==> config.mk <==
export PLATFORM = sky130hd
export DESIGN_NAME = rx_packet_fsm
export DESIGN_NICKNAME = d
export VERILOG_FILES = /design/src/rtl/usb_pkg.sv /design/src/rtl/rx_byte_hold.sv /design/src/rtl/rx_packet_fsm.sv
export SDC_FILE = /design/constraint.sdc
export NUM_CORES = 1
export LEC_CHECK = 0
export ABC_AREA = 1
export CAP_MARGIN = 20
export CELL_PAD_IN_SITES_DETAIL_PLACEMENT = 1
export CELL_PAD_IN_SITES_GLOBAL_PLACEMENT = 1
export CORE_ASPECT_RATIO = 0.6
export CORE_MARGIN = 8
export CORE_UTILIZATION = 36
export CTS_CLUSTER_DIAMETER = 150
export DETAILED_ROUTE_END_ITERATION = 16
export MAX_ROUTING_LAYER = met4
export PLACE_DENSITY_LB_ADDON = 0.2
export REMOVE_ABC_BUFFERS = 1
export SYNTH_ARGS = -nofsm -noshare
export SYNTH_HDL_FRONTEND = slang
export SYNTH_SLANG_ARGS = --single-unit
==> constraint.sdc <==
create_clock -name clk -period 1.6 [get_ports clk]
set_input_delay 0.32 -clock clk [delete_from_list [all_inputs] [get_ports clk]]
set_output_delay 0.32 -clock clk [all_outputs]
set_load 0.01 [all_outputs]
==> src/rtl/usb_pkg.sv <==
// Shared USB packet constants and decode helpers, used by both the
// receive FSM and the transmitter.
package usb_pkg;

  localparam logic [7:0] SYNC_BYTE = 8'h80;

  localparam logic [3:0] PID_OUT   = 4'b0001;
  localparam logic [3:0] PID_IN    = 4'b1001;
  localparam logic [3:0] PID_DATA0 = 4'b0011;
  localparam logic [3:0] PID_DATA1 = 4'b1011;
  localparam logic [3:0] PID_ACK   = 4'b0010;
  localparam logic [3:0] PID_NAK   = 4'b1010;

  typedef enum logic [2:0] {
    PKT_NONE  = 3'd0,
    PKT_OUT   = 3'd1,
    PKT_IN    = 3'd2,
    PKT_DATA0 = 3'd3,
    PKT_DATA1 = 3'd4,
    PKT_ACK   = 3'd5,
    PKT_NAK   = 3'd6
  } rx_pkt_e;

  typedef enum logic [3:0] {
    IDLE, SYNC_WAIT, PID_WAIT, TOKEN1, TOKEN2, TOKEN_EOP,
    HS_EOP, DATA_RX, CHECK, DONE, ERR_WAIT
  } rx_state_e;

  // PKT_NONE covers both a failed complement check and an unsupported PID.
  function automatic rx_pkt_e pid_decode(input logic [7:0] pid);
    rx_pkt_e pkt;
    pkt = PKT_NONE;
    if (pid[7:4] == ~pid[3:0]) begin
      case (pid[3:0])
        PID_OUT:   pkt = PKT_OUT;
        PID_IN:    pkt = PKT_IN;
        PID_DATA0: pkt = PKT_DATA0;
        PID_DATA1: pkt = PKT_DATA1;
        PID_ACK:   pkt = PKT_ACK;
        PID_NAK:   pkt = PKT_NAK;
        default:   pkt = PKT_NONE;
      endcase
    end
    return pkt;
  endfunction

endpackage

==> src/rtl/rx_byte_hold.sv <==
// Two-stage byte hold: keeps the newest two bytes back so the trailing
// CRC16 never reaches the data buffer; emits the oldest byte on overflow.
module rx_byte_hold (
  input  logic       clk,
  input  logic       n_rst,
  input  logic       clr,
  input  logic       push,
  input  logic [7:0] din,
  output logic       both_full,
  output logic       emit,
  output logic [7:0] emit_data
);

  logic [1:0][7:0] stg_q, stg_d;
  logic [1:0]      full_q, full_d;
  logic            emit_q, emit_d;
  logic [7:0]      emit_data_q, emit_data_d;

  always_comb begin
    stg_d       = stg_q;
    full_d      = full_q;
    emit_d      = 1'b0;
    emit_data_d = emit_data_q;
    if (clr) begin
      stg_d  = '0;
      full_d = '0;
    end else if (push) begin
      if (&full_q) begin
        emit_d      = 1'b1;
        emit_data_d = stg_q[1];
      end
      stg_d  = {stg_q[0], din};
      full_d = {full_q[0], 1'b1};
    end
  end

  always_ff @(posedge clk or negedge n_rst) begin
    if (!n_rst) begin
      stg_q       <= '0;
      full_q      <= '0;
      emit_q      <= 1'b0;
      emit_data_q <= '0;
    end else begin
      stg_q       <= stg_d;
      full_q      <= full_d;
      emit_q      <= emit_d;
      emit_data_q <= emit_data_d;
    end
  end

  assign both_full = &full_q;
  assign emit      = emit_q;
  assign emit_data = emit_data_q;

endmodule

==> src/rtl/rx_packet_fsm.sv <==
// USB receive packet FSM: SYNC/PID checking, token and handshake framing,
// DATA payload forwarding with CRC bytes held back, error reporting.
module rx_packet_fsm
  import usb_pkg::*;
#(
  parameter int MAX_DATA = 64
) (
  input  logic       clk,
  input  logic       n_rst,
  input  logic       d_edge,
  input  logic       byte_received,
  input  logic [7:0] rx_data,
  input  logic       eop,
  input  logic       crc_ok,
  output logic [2:0] rx_packet,
  output logic       rx_data_ready,
  output logic       rx_error,
  output logic       rx_transfer_active,
  output logic       store_rx_packet_data,
  output logic [7:0] rx_packet_data,
  output logic [6:0] rx_data_size,
  output logic       clear_crc
);

  localparam logic [6:0] MAX_SZ = 7'(MAX_DATA);

  rx_state_e  state_q, state_d;
  rx_pkt_e    pkt_type_q, pkt_type_d;
  rx_pkt_e    rx_packet_q, rx_packet_d;
  logic [6:0] size_q, size_d;
  logic       err_q, err_d;
  logic       rdy_q, rdy_d;
  logic       active_q, active_d;
  logic       clear_crc_q, clear_crc_d;
  logic       eop_seen_q, eop_seen_d;
  logic       hold_clr, hold_push, hold_full;
  rx_pkt_e    pid_pkt;

  rx_byte_hold u_hold (
    .clk       (clk),
    .n_rst     (n_rst),
    .clr       (hold_clr),
    .push      (hold_push),
    .din       (rx_data),
    .both_full (hold_full),
    .emit      (store_rx_packet_data),
    .emit_data (rx_packet_data)
  );

  always_comb begin
    state_d     = state_q;
    pkt_type_d  = pkt_type_q;
    rx_packet_d = rx_packet_q;
    size_d      = size_q;
    err_d       = err_q;
    eop_seen_d  = eop_seen_q;
    clear_crc_d = 1'b0;
    hold_clr    = 1'b0;
    hold_push   = 1'b0;
    pid_pkt     = pid_decode(rx_data);

    case (state_q)
      IDLE: if (d_edge) begin
        state_d     = SYNC_WAIT;
        clear_crc_d = 1'b1;
        err_d       = 1'b0;
        size_d      = '0;
        eop_seen_d  = 1'b0;
        hold_clr    = 1'b1;
      end
      SYNC_WAIT: begin
        if (eop) begin
          state_d    = ERR_WAIT;
          eop_seen_d = 1'b1;
        end else if (byte_received) begin
          state_d = (rx_data == SYNC_BYTE) ? PID_WAIT : ERR_WAIT;
        end
      end
      PID_WAIT: begin
        if (eop) begin
          state_d    = ERR_WAIT;
          eop_seen_d = 1'b1;
        end else if (byte_received) begin
          pkt_type_d = pid_pkt;
          case (pid_pkt)
            PKT_OUT, PKT_IN:     state_d = TOKEN1;
            PKT_DATA0, PKT_DATA1: state_d = DATA_RX;
            PKT_ACK, PKT_NAK:    state_d = HS_EOP;
            default:             state_d = ERR_WAIT;
          endcase
        end
      end
      TOKEN1, TOKEN2: begin
        if (eop) begin
          state_d    = ERR_WAIT;
          eop_seen_d = 1'b1;
        end else if (byte_received) begin
          state_d = (state_q == TOKEN1) ? TOKEN2 : TOKEN_EOP;
        end
      end
      TOKEN_EOP, HS_EOP: begin
        if (eop)                state_d = DONE;
        else if (byte_received) state_d = ERR_WAIT;
      end
      DATA_RX: begin
        // eop wins over a coincident byte, which is dropped.
        if (eop) begin
          state_d = CHECK;
        end else if (byte_received) begin
          if (hold_full && size_q >= MAX_SZ) begin
            state_d = ERR_WAIT;
          end else begin
            hold_push = 1'b1;
            if (hold_full) size_d = size_q + 7'd1;
          end
        end
      end
      CHECK: begin
        if (crc_ok && hold_full) begin
          state_d = DONE;
        end else begin
          state_d    = ERR_WAIT;
          eop_seen_d = 1'b1;
        end
      end
      DONE: state_d = IDLE;
      ERR_WAIT: begin
        // eop may already be behind us when the error was detected.
        if (eop || eop_seen_q) begin
          state_d    = IDLE;
          eop_seen_d = 1'b0;
        end
      end
      default: state_d = IDLE;
    endcase

    if (state_d == DONE)     rx_packet_d = pkt_type_q;
    if (state_d == ERR_WAIT) err_d = 1'b1;
    rdy_d    = (state_d == DONE);
    active_d = !(state_d inside {IDLE, DONE, ERR_WAIT});
  end

  always_ff @(posedge clk or negedge n_rst) begin
    if (!n_rst) begin
      state_q     <= IDLE;
      pkt_type_q  <= PKT_NONE;
      rx_packet_q <= PKT_NONE;
      size_q      <= '0;
      err_q       <= 1'b0;
      rdy_q       <= 1'b0;
      active_q    <= 1'b0;
      clear_crc_q <= 1'b0;
      eop_seen_q  <= 1'b0;
    end else begin
      state_q     <= state_d;
      pkt_type_q  <= pkt_type_d;
      rx_packet_q <= rx_packet_d;
      size_q      <= size_d;
      err_q       <= err_d;
      rdy_q       <= rdy_d;
      active_q    <= active_d;
      clear_crc_q <= clear_crc_d;
      eop_seen_q  <= eop_seen_d;
    end
  end

  assign rx_packet          = rx_packet_q;
  assign rx_data_ready      = rdy_q;
  assign rx_error           = err_q;
  assign rx_transfer_active = active_q;
  assign rx_data_size       = size_q;
  assign clear_crc          = clear_crc_q;

endmodule
---- Yosys cells after proc, flatten, opt, wreduce, memory -nomap -nowiden ----
Cells that the tools add are included.
operators by class
  add/subtract/negate cells ............... 1
  order comparisons ....................... 1
  equality and inequality tests ........... 33
  multiplexer cells ....................... 46
  bitwise logic cells ..................... 3
  reductions and logical operators ........ 24
operator list
  operator                                                               number
  4-bit 2-to-1 mux                                                       14
  7-bit 2-to-1 mux                                                       5
  16-bit 2-to-1 mux                                                      2
  4-bit case mux with 8 select lines                                     1
  4-bit equality test, second input constant                             7
  3-bit case mux with 6 select lines                                     1
  4-bit by 2-bit equality test with 1-bit output, second input constant  4
  4-bit by 3-bit equality test with 1-bit output, second input constant  4
  1-bit 2-to-1 mux                                                       16
  2-bit != test, second input constant                                   7
  7-bit case mux with 2 select lines                                     1
  4-bit case mux with 3 select lines                                     1
  2-bit OR reduction                                                     5
  3-bit equality test, second input constant                             3
  4-bit by 1-bit equality test with 1-bit output, second input constant  2
  8-bit equality test, second input constant                             1
  4-bit logical NOT                                                      2
  2-bit nonzero test                                                     4
  7-bit by 1-bit adder with 7-bit output, second input constant          1
  7-bit greater-or-equal comparator, second input constant               1
  3-bit by 2-bit equality test with 1-bit output, second input constant  2
  2-bit 2-to-1 mux                                                       3
  6-bit AND reduction                                                    1
  5-bit AND reduction                                                    1
  16 further kinds                                                       19
storage, ports and cells
  flip-flop bits (word level) ............. 49

---- Depth between registers and ports, before layout ----
  word-level depth ........................ 12
  mapped depth ............................ 15
  depth with buffers taken out ............ 14

---- Hierarchy ----
From an unflattened synthesis, not the netlist that was laid out.
second synthesis, totals
  cell total of the unflattened synthesis .. 356
  area, all modules ....................... 2,660.1 µm²
by module, submodules not included
  module         instances  cells an instance  area each (µm²)
  rx_packet_fsm  1          241                1,607.8
  rx_byte_hold   1          115                1,052.3

---- Worst setup path after synthesis ----
Ideal clock, no wire load.
  path type ............................... register to register
  from .................................... register state_q[0]
  to ...................................... register active_q, in the netlist rx_transfer_active
  setup time .............................. 0.117 ns
  arrival ................................. 1.514 ns
  path slack .............................. -0.031 ns
  cell stages (with the launch flop) ...... 11
  period minus slack after synthesis ...... 1.631 ns
  cell sequence ........................... dfrtp_1 > nor2_2 > nor2_1 > nand3_1 > nand3_1 > nor2_1 > nand4_4 > nor2_1 > nand3_1 > nor2_1 > nor2_1
RTL lines
  what                                                                                                              line                  RTL
  start, declared                                                                                                   rx_packet_fsm.sv:27   rx_state_e state_q, state_d;
  start signal, assigned                                                                                            rx_packet_fsm.sv:155  state_q <= state_d;
  4-bit by 3-bit equality test with 1-bit output or 4-bit by 2-bit equality test with 1-bit output (tied branches)  rx_packet_fsm.sv:62   case (state_q)
  2-bit OR reduction                                                                                                rx_packet_fsm.sv:62
  4-bit case mux with 8 select lines (*)                                                                            rx_packet_fsm.sv:62
  named net state_d[3]                                                                                              rx_packet_fsm.sv:27
  4-bit equality test or 4-bit logical NOT (tied branches)                                                          rx_packet_fsm.sv:140  active_d = !(state_d inside {IDLE, DONE, ERR_WAIT});
  3-bit nonzero test (*)                                                                                            rx_packet_fsm.sv:140
  1-bit logical NOT (*)                                                                                             rx_packet_fsm.sv:140
  named net active_d                                                                                                rx_packet_fsm.sv:33   logic active_q, active_d;
  end signal, assigned                                                                                              rx_packet_fsm.sv:161  active_q <= active_d;
  end, declared                                                                                                     rx_packet_fsm.sv:33
The timed path passes the listed nets; every way through them passes the cells marked *.
A chain may end at the register's enable or synchronous reset.

---- Worst setup path in the final report ----
  from .................................... register state_q[3]
  to ...................................... register rx_packet_q[0], in the netlist rx_packet[0]
RTL lines
  what                                    line                  RTL
  4-bit 2-to-1 mux                        rx_packet_fsm.sv:110  if (hold_full && size_q >= MAX_SZ) begin
  4-bit 2-to-1 mux                        rx_packet_fsm.sv:109  end else if (byte_received) begin
  4-bit 2-to-1 mux                        rx_packet_fsm.sv:107  if (eop) begin
  4-bit case mux with 8 select lines (*)  rx_packet_fsm.sv:62
  named net state_d[3]                    rx_packet_fsm.sv:27
  4-bit equality test (*)                 rx_packet_fsm.sv:137  if (state_d == DONE) rx_packet_d = pkt_type_q;
  end signal, assigned                    rx_packet_fsm.sv:157  rx_packet_q <= rx_packet_d;
  end, declared                           rx_packet_fsm.sv:29   rx_pkt_e rx_packet_q, rx_packet_d;
Marks and branches as above.

==> impl_metrics.ini <==
[status]
status = finished with violations
violations = negative setup slack

[floorplan]
die-area_um2 = 10300
placeableCoreArea_um2 = 7120
initial_core_util_pct = 36.6
pin_count = 37
fp.dieH_um = 81.8
die_w_um = 126
rows = 24

[setup_path]
crit_path_max_fanout = 5
path_class = reg2reg
arrival_ps = 1960
required_ps = 1790
cp-end-kind = register
start_kind = register

[timing]
fin_worst_skew_ps = 2.99
fin_setup_tns_ps = -4510
layout_setup_ws_ps = -179
worst_pin_slew_ps = 373
min_period_ps = 1780
rsz0062_at_grt = yes
slew_violations = 0
max_freq_mhz = 562
finalSetupViolCount = 38
hold_violations = 0
period_share_pct = 111
hold_slack_ps = 470
relSlewSlack_pct = 75.1

[power_and_ir_drop]
p_per_area_nw_per_um2 = 1360
switching_share_pct = 37.1
pwr-share-comb_pct = 48.2
p_seq_share_pct = 29.6
ir_drop_uv = 897
clockPowerShare_pct = 22.2
p_int_mw = 3.45
p_leak_nw = 1.99
power.switching_mw = 2.04

[grt]
grt_first_pass_wirelength_um = 14200
grt_pass1_vias = 2826
overflow = 0
grt_usage_pct = 17.5
grt_max_degree = 36
antenna_found_initial = 0

[route]
ant_nets = 0
dr_total_vias = 2698
drt_iter0_drc = 117
dr.pass1.iters = 4
wl_um = 9010
vias_per_cell = 5.01
drc_errors = 0
wl_per_cell_um = 16.7

[logic_synthesis]
synth-seq-cells = 49
netlist_area_um2 = 2600
synth_warnings = 0
synth_cells = 336
synth_seq_area_share_pct = 47.1
synth.distinct_cells = 32
avgSynthCellArea_um2 = 7.74

[job]
maxCapViolations = 0

[layout]
drive_gt1_share_pct = 35.3
syn_to_final_growth_pct = 54.9
fin_nets = 462
antenna_cells = 0

[clock_tree]
htree_levels = 2
clk_latency_ps = 290
clock-sinks = 49
clk_path_buf_depth = 2
clk_pin_slew_ps = 70
cts_root_buffer = clkbuf_16
cts_tree = yes
cts_buffers = 5

[hold_path]
hold_class = in2async

[place]
place.gp.congestion = 0.871
port_buffers = 36
hpwl_um = 6120
power by group through the flow:
stage | sequential, mW | clock [mW] | combinational, mW
2_1_floorplan | 1.62 | 0 | 0.938
3_3_place_gp | 1.59 | 0 | 1.94
3_5_place_dp | 1.60 | 0 | 2.01
4_1_cts | 1.60 | 1.26 | 2.22
5_1_grt | 1.65 | 1.30 | 2.86
6_report | 1.62 | 1.22 | 2.64
placed cells by master (no fill, tap or decap), types with 6 or more instances in the layout:
cell type         n
nand3_2           9
nand3_1          20
buf_6            11
inv_1            42
clkdlybuf4s50_1  22
o21ai_1          12
dlygate4sd2_1     6
o22ai_1          12
nand2_1          67
a21oi_1           9
nand2_2          14
buf_4            60
dfrtp_1          45
o21ai_0           9
inv_2             9
nor2_2           10
clkbuf_16         6
nor2_1           29
nor2_4            9
worst max-delay path: stages, from the launching register on:
cell and delay (ps):
dfrtp_2 450, inv_2 80, nor2_2 190, nand2_2 110, buf_4 150, nand3_1 80
nor2_1 50, buf_4 140, nand4_4 100, buf_6 150, nand2_8 60, nand2_1 60
nand2_1 40
cell type report:
class	instances	area (µm²)
Clock inverter	3	43.8
Inverter	52	200
Sequential cell	49	1230
Tap cell	91	114
Fill cell	855	3090
Multi-Input combinational cell	227	1310
Timing Repair Buffer	112	1000
Clock buffer	5	125
cell families (layout without fill, tap and decap cells):
kind of cell | count (synthesis) | in the layout | synth area share [%]
DFF | 49 | 49 | 47.1
adders and majority gates | 1 | 1 | 0.481
AOI/OAI and AO/OA | 53 | 53 | 11.6
buffers and inverters | 60 | 172 | 9.62
and+or+nand+nor | 173 | 173 | 31.2
state kept, by name, indices dropped and copies added (netlist names), 2 cells and up:
signal,cells
pkt_type_q,3
rx_data_size,7
rx_packet,3
state_q,4
u_hold.emit_data,8
u_hold.full_q,2
u_hold.stg_q,16
timing repair:
action	in CTS	in global routing
endpoints found under the hold margin	14	0
hold buffers	1	0
resized for setup	41	59
endpoints found under the setup margin	42	47
setup buffers	6	11
pin swaps	22	25
cloned	0	1
cell usage after synthesis:
cell type / n / area, µm²
inv_2: 2 / 7.51
o22ai_1: 15 / 93.8
nor2_2: 4 / 25.0
buf_4: 1 / 7.51
nand3_4: 1 / 17.5
nand4_4: 1 / 21.3
nor3_2: 1 / 10.0
nand2_1: 79 / 297
nand2_2: 5 / 31.3
clkbuf_2: 2 / 10.0
o211ai_1: 1 / 7.51
nand3_1: 28 / 140
ha_1: 1 / 12.5
a31oi_1: 1 / 6.26
buf_2: 3 / 15.0
nor4_1: 1 / 6.26
nand3b_1: 1 / 7.51
o21ai_0: 15 / 75.1
nand4_1: 2 / 12.5
nand3_2: 1 / 10.0
buf_6: 2 / 22.5
o21a_1: 3 / 22.5
a21oi_1: 10 / 50.1
dfrtp_1: 49 / 1230
o21ai_1: 6 / 30.0
nand2_4: 2 / 22.5
nor2_1: 40 / 150
o21bai_1: 1 / 7.51
nor2_4: 4 / 45.0
a21oi_2: 1 / 8.76
inv_1: 50 / 188
nor3_1: 3 / 15.0
worst paths after layout:
check | slack, ps | depth (start not counted) | from | endpoint
min in group clk | 480 | 2 | rx_packet[0] | rx_packet[0]
hold reg to reg | 480 | 2 | rx_packet[0] | rx_packet[0]
setup / recovery | -180 | 12 | state_q[3] | rx_packet[0]
setup reg to reg | -180 | 12 | state_q[3] | rx_packet[0]
max in group asynchronous | 620 | 3 | n_rst | rx_data_size[2]
hold / removal | 470 | 2 | n_rst | pkt_type_q[0]
per-stage QoR:
step                util [%]  area [µm²]  power (mW)  setup slack [ps]  cells
global route            56.6        4030        5.80              -306    539
detailed placement      48.7        3470        3.61              -735    512
global placement        48.7        3470        3.54              -622    512
CTS                     53.0        3770        5.08              -193    527
floorplan                  -        2550        2.56              -221    328
finish                  56.6        4030        5.48              -179    539
routing by layer:
layer / up-vias / GRT usage (%) / wire, µm
met5: - / - / 0
met4: 0 / 3.34 / 104
met3: 13 / 4.15 / 407
met2: 55 / 28.5 / 4320
met1: 1334 / 22.1 / 4180
li1: 1296 / - / -
Power figures use the tool's default switching activity.
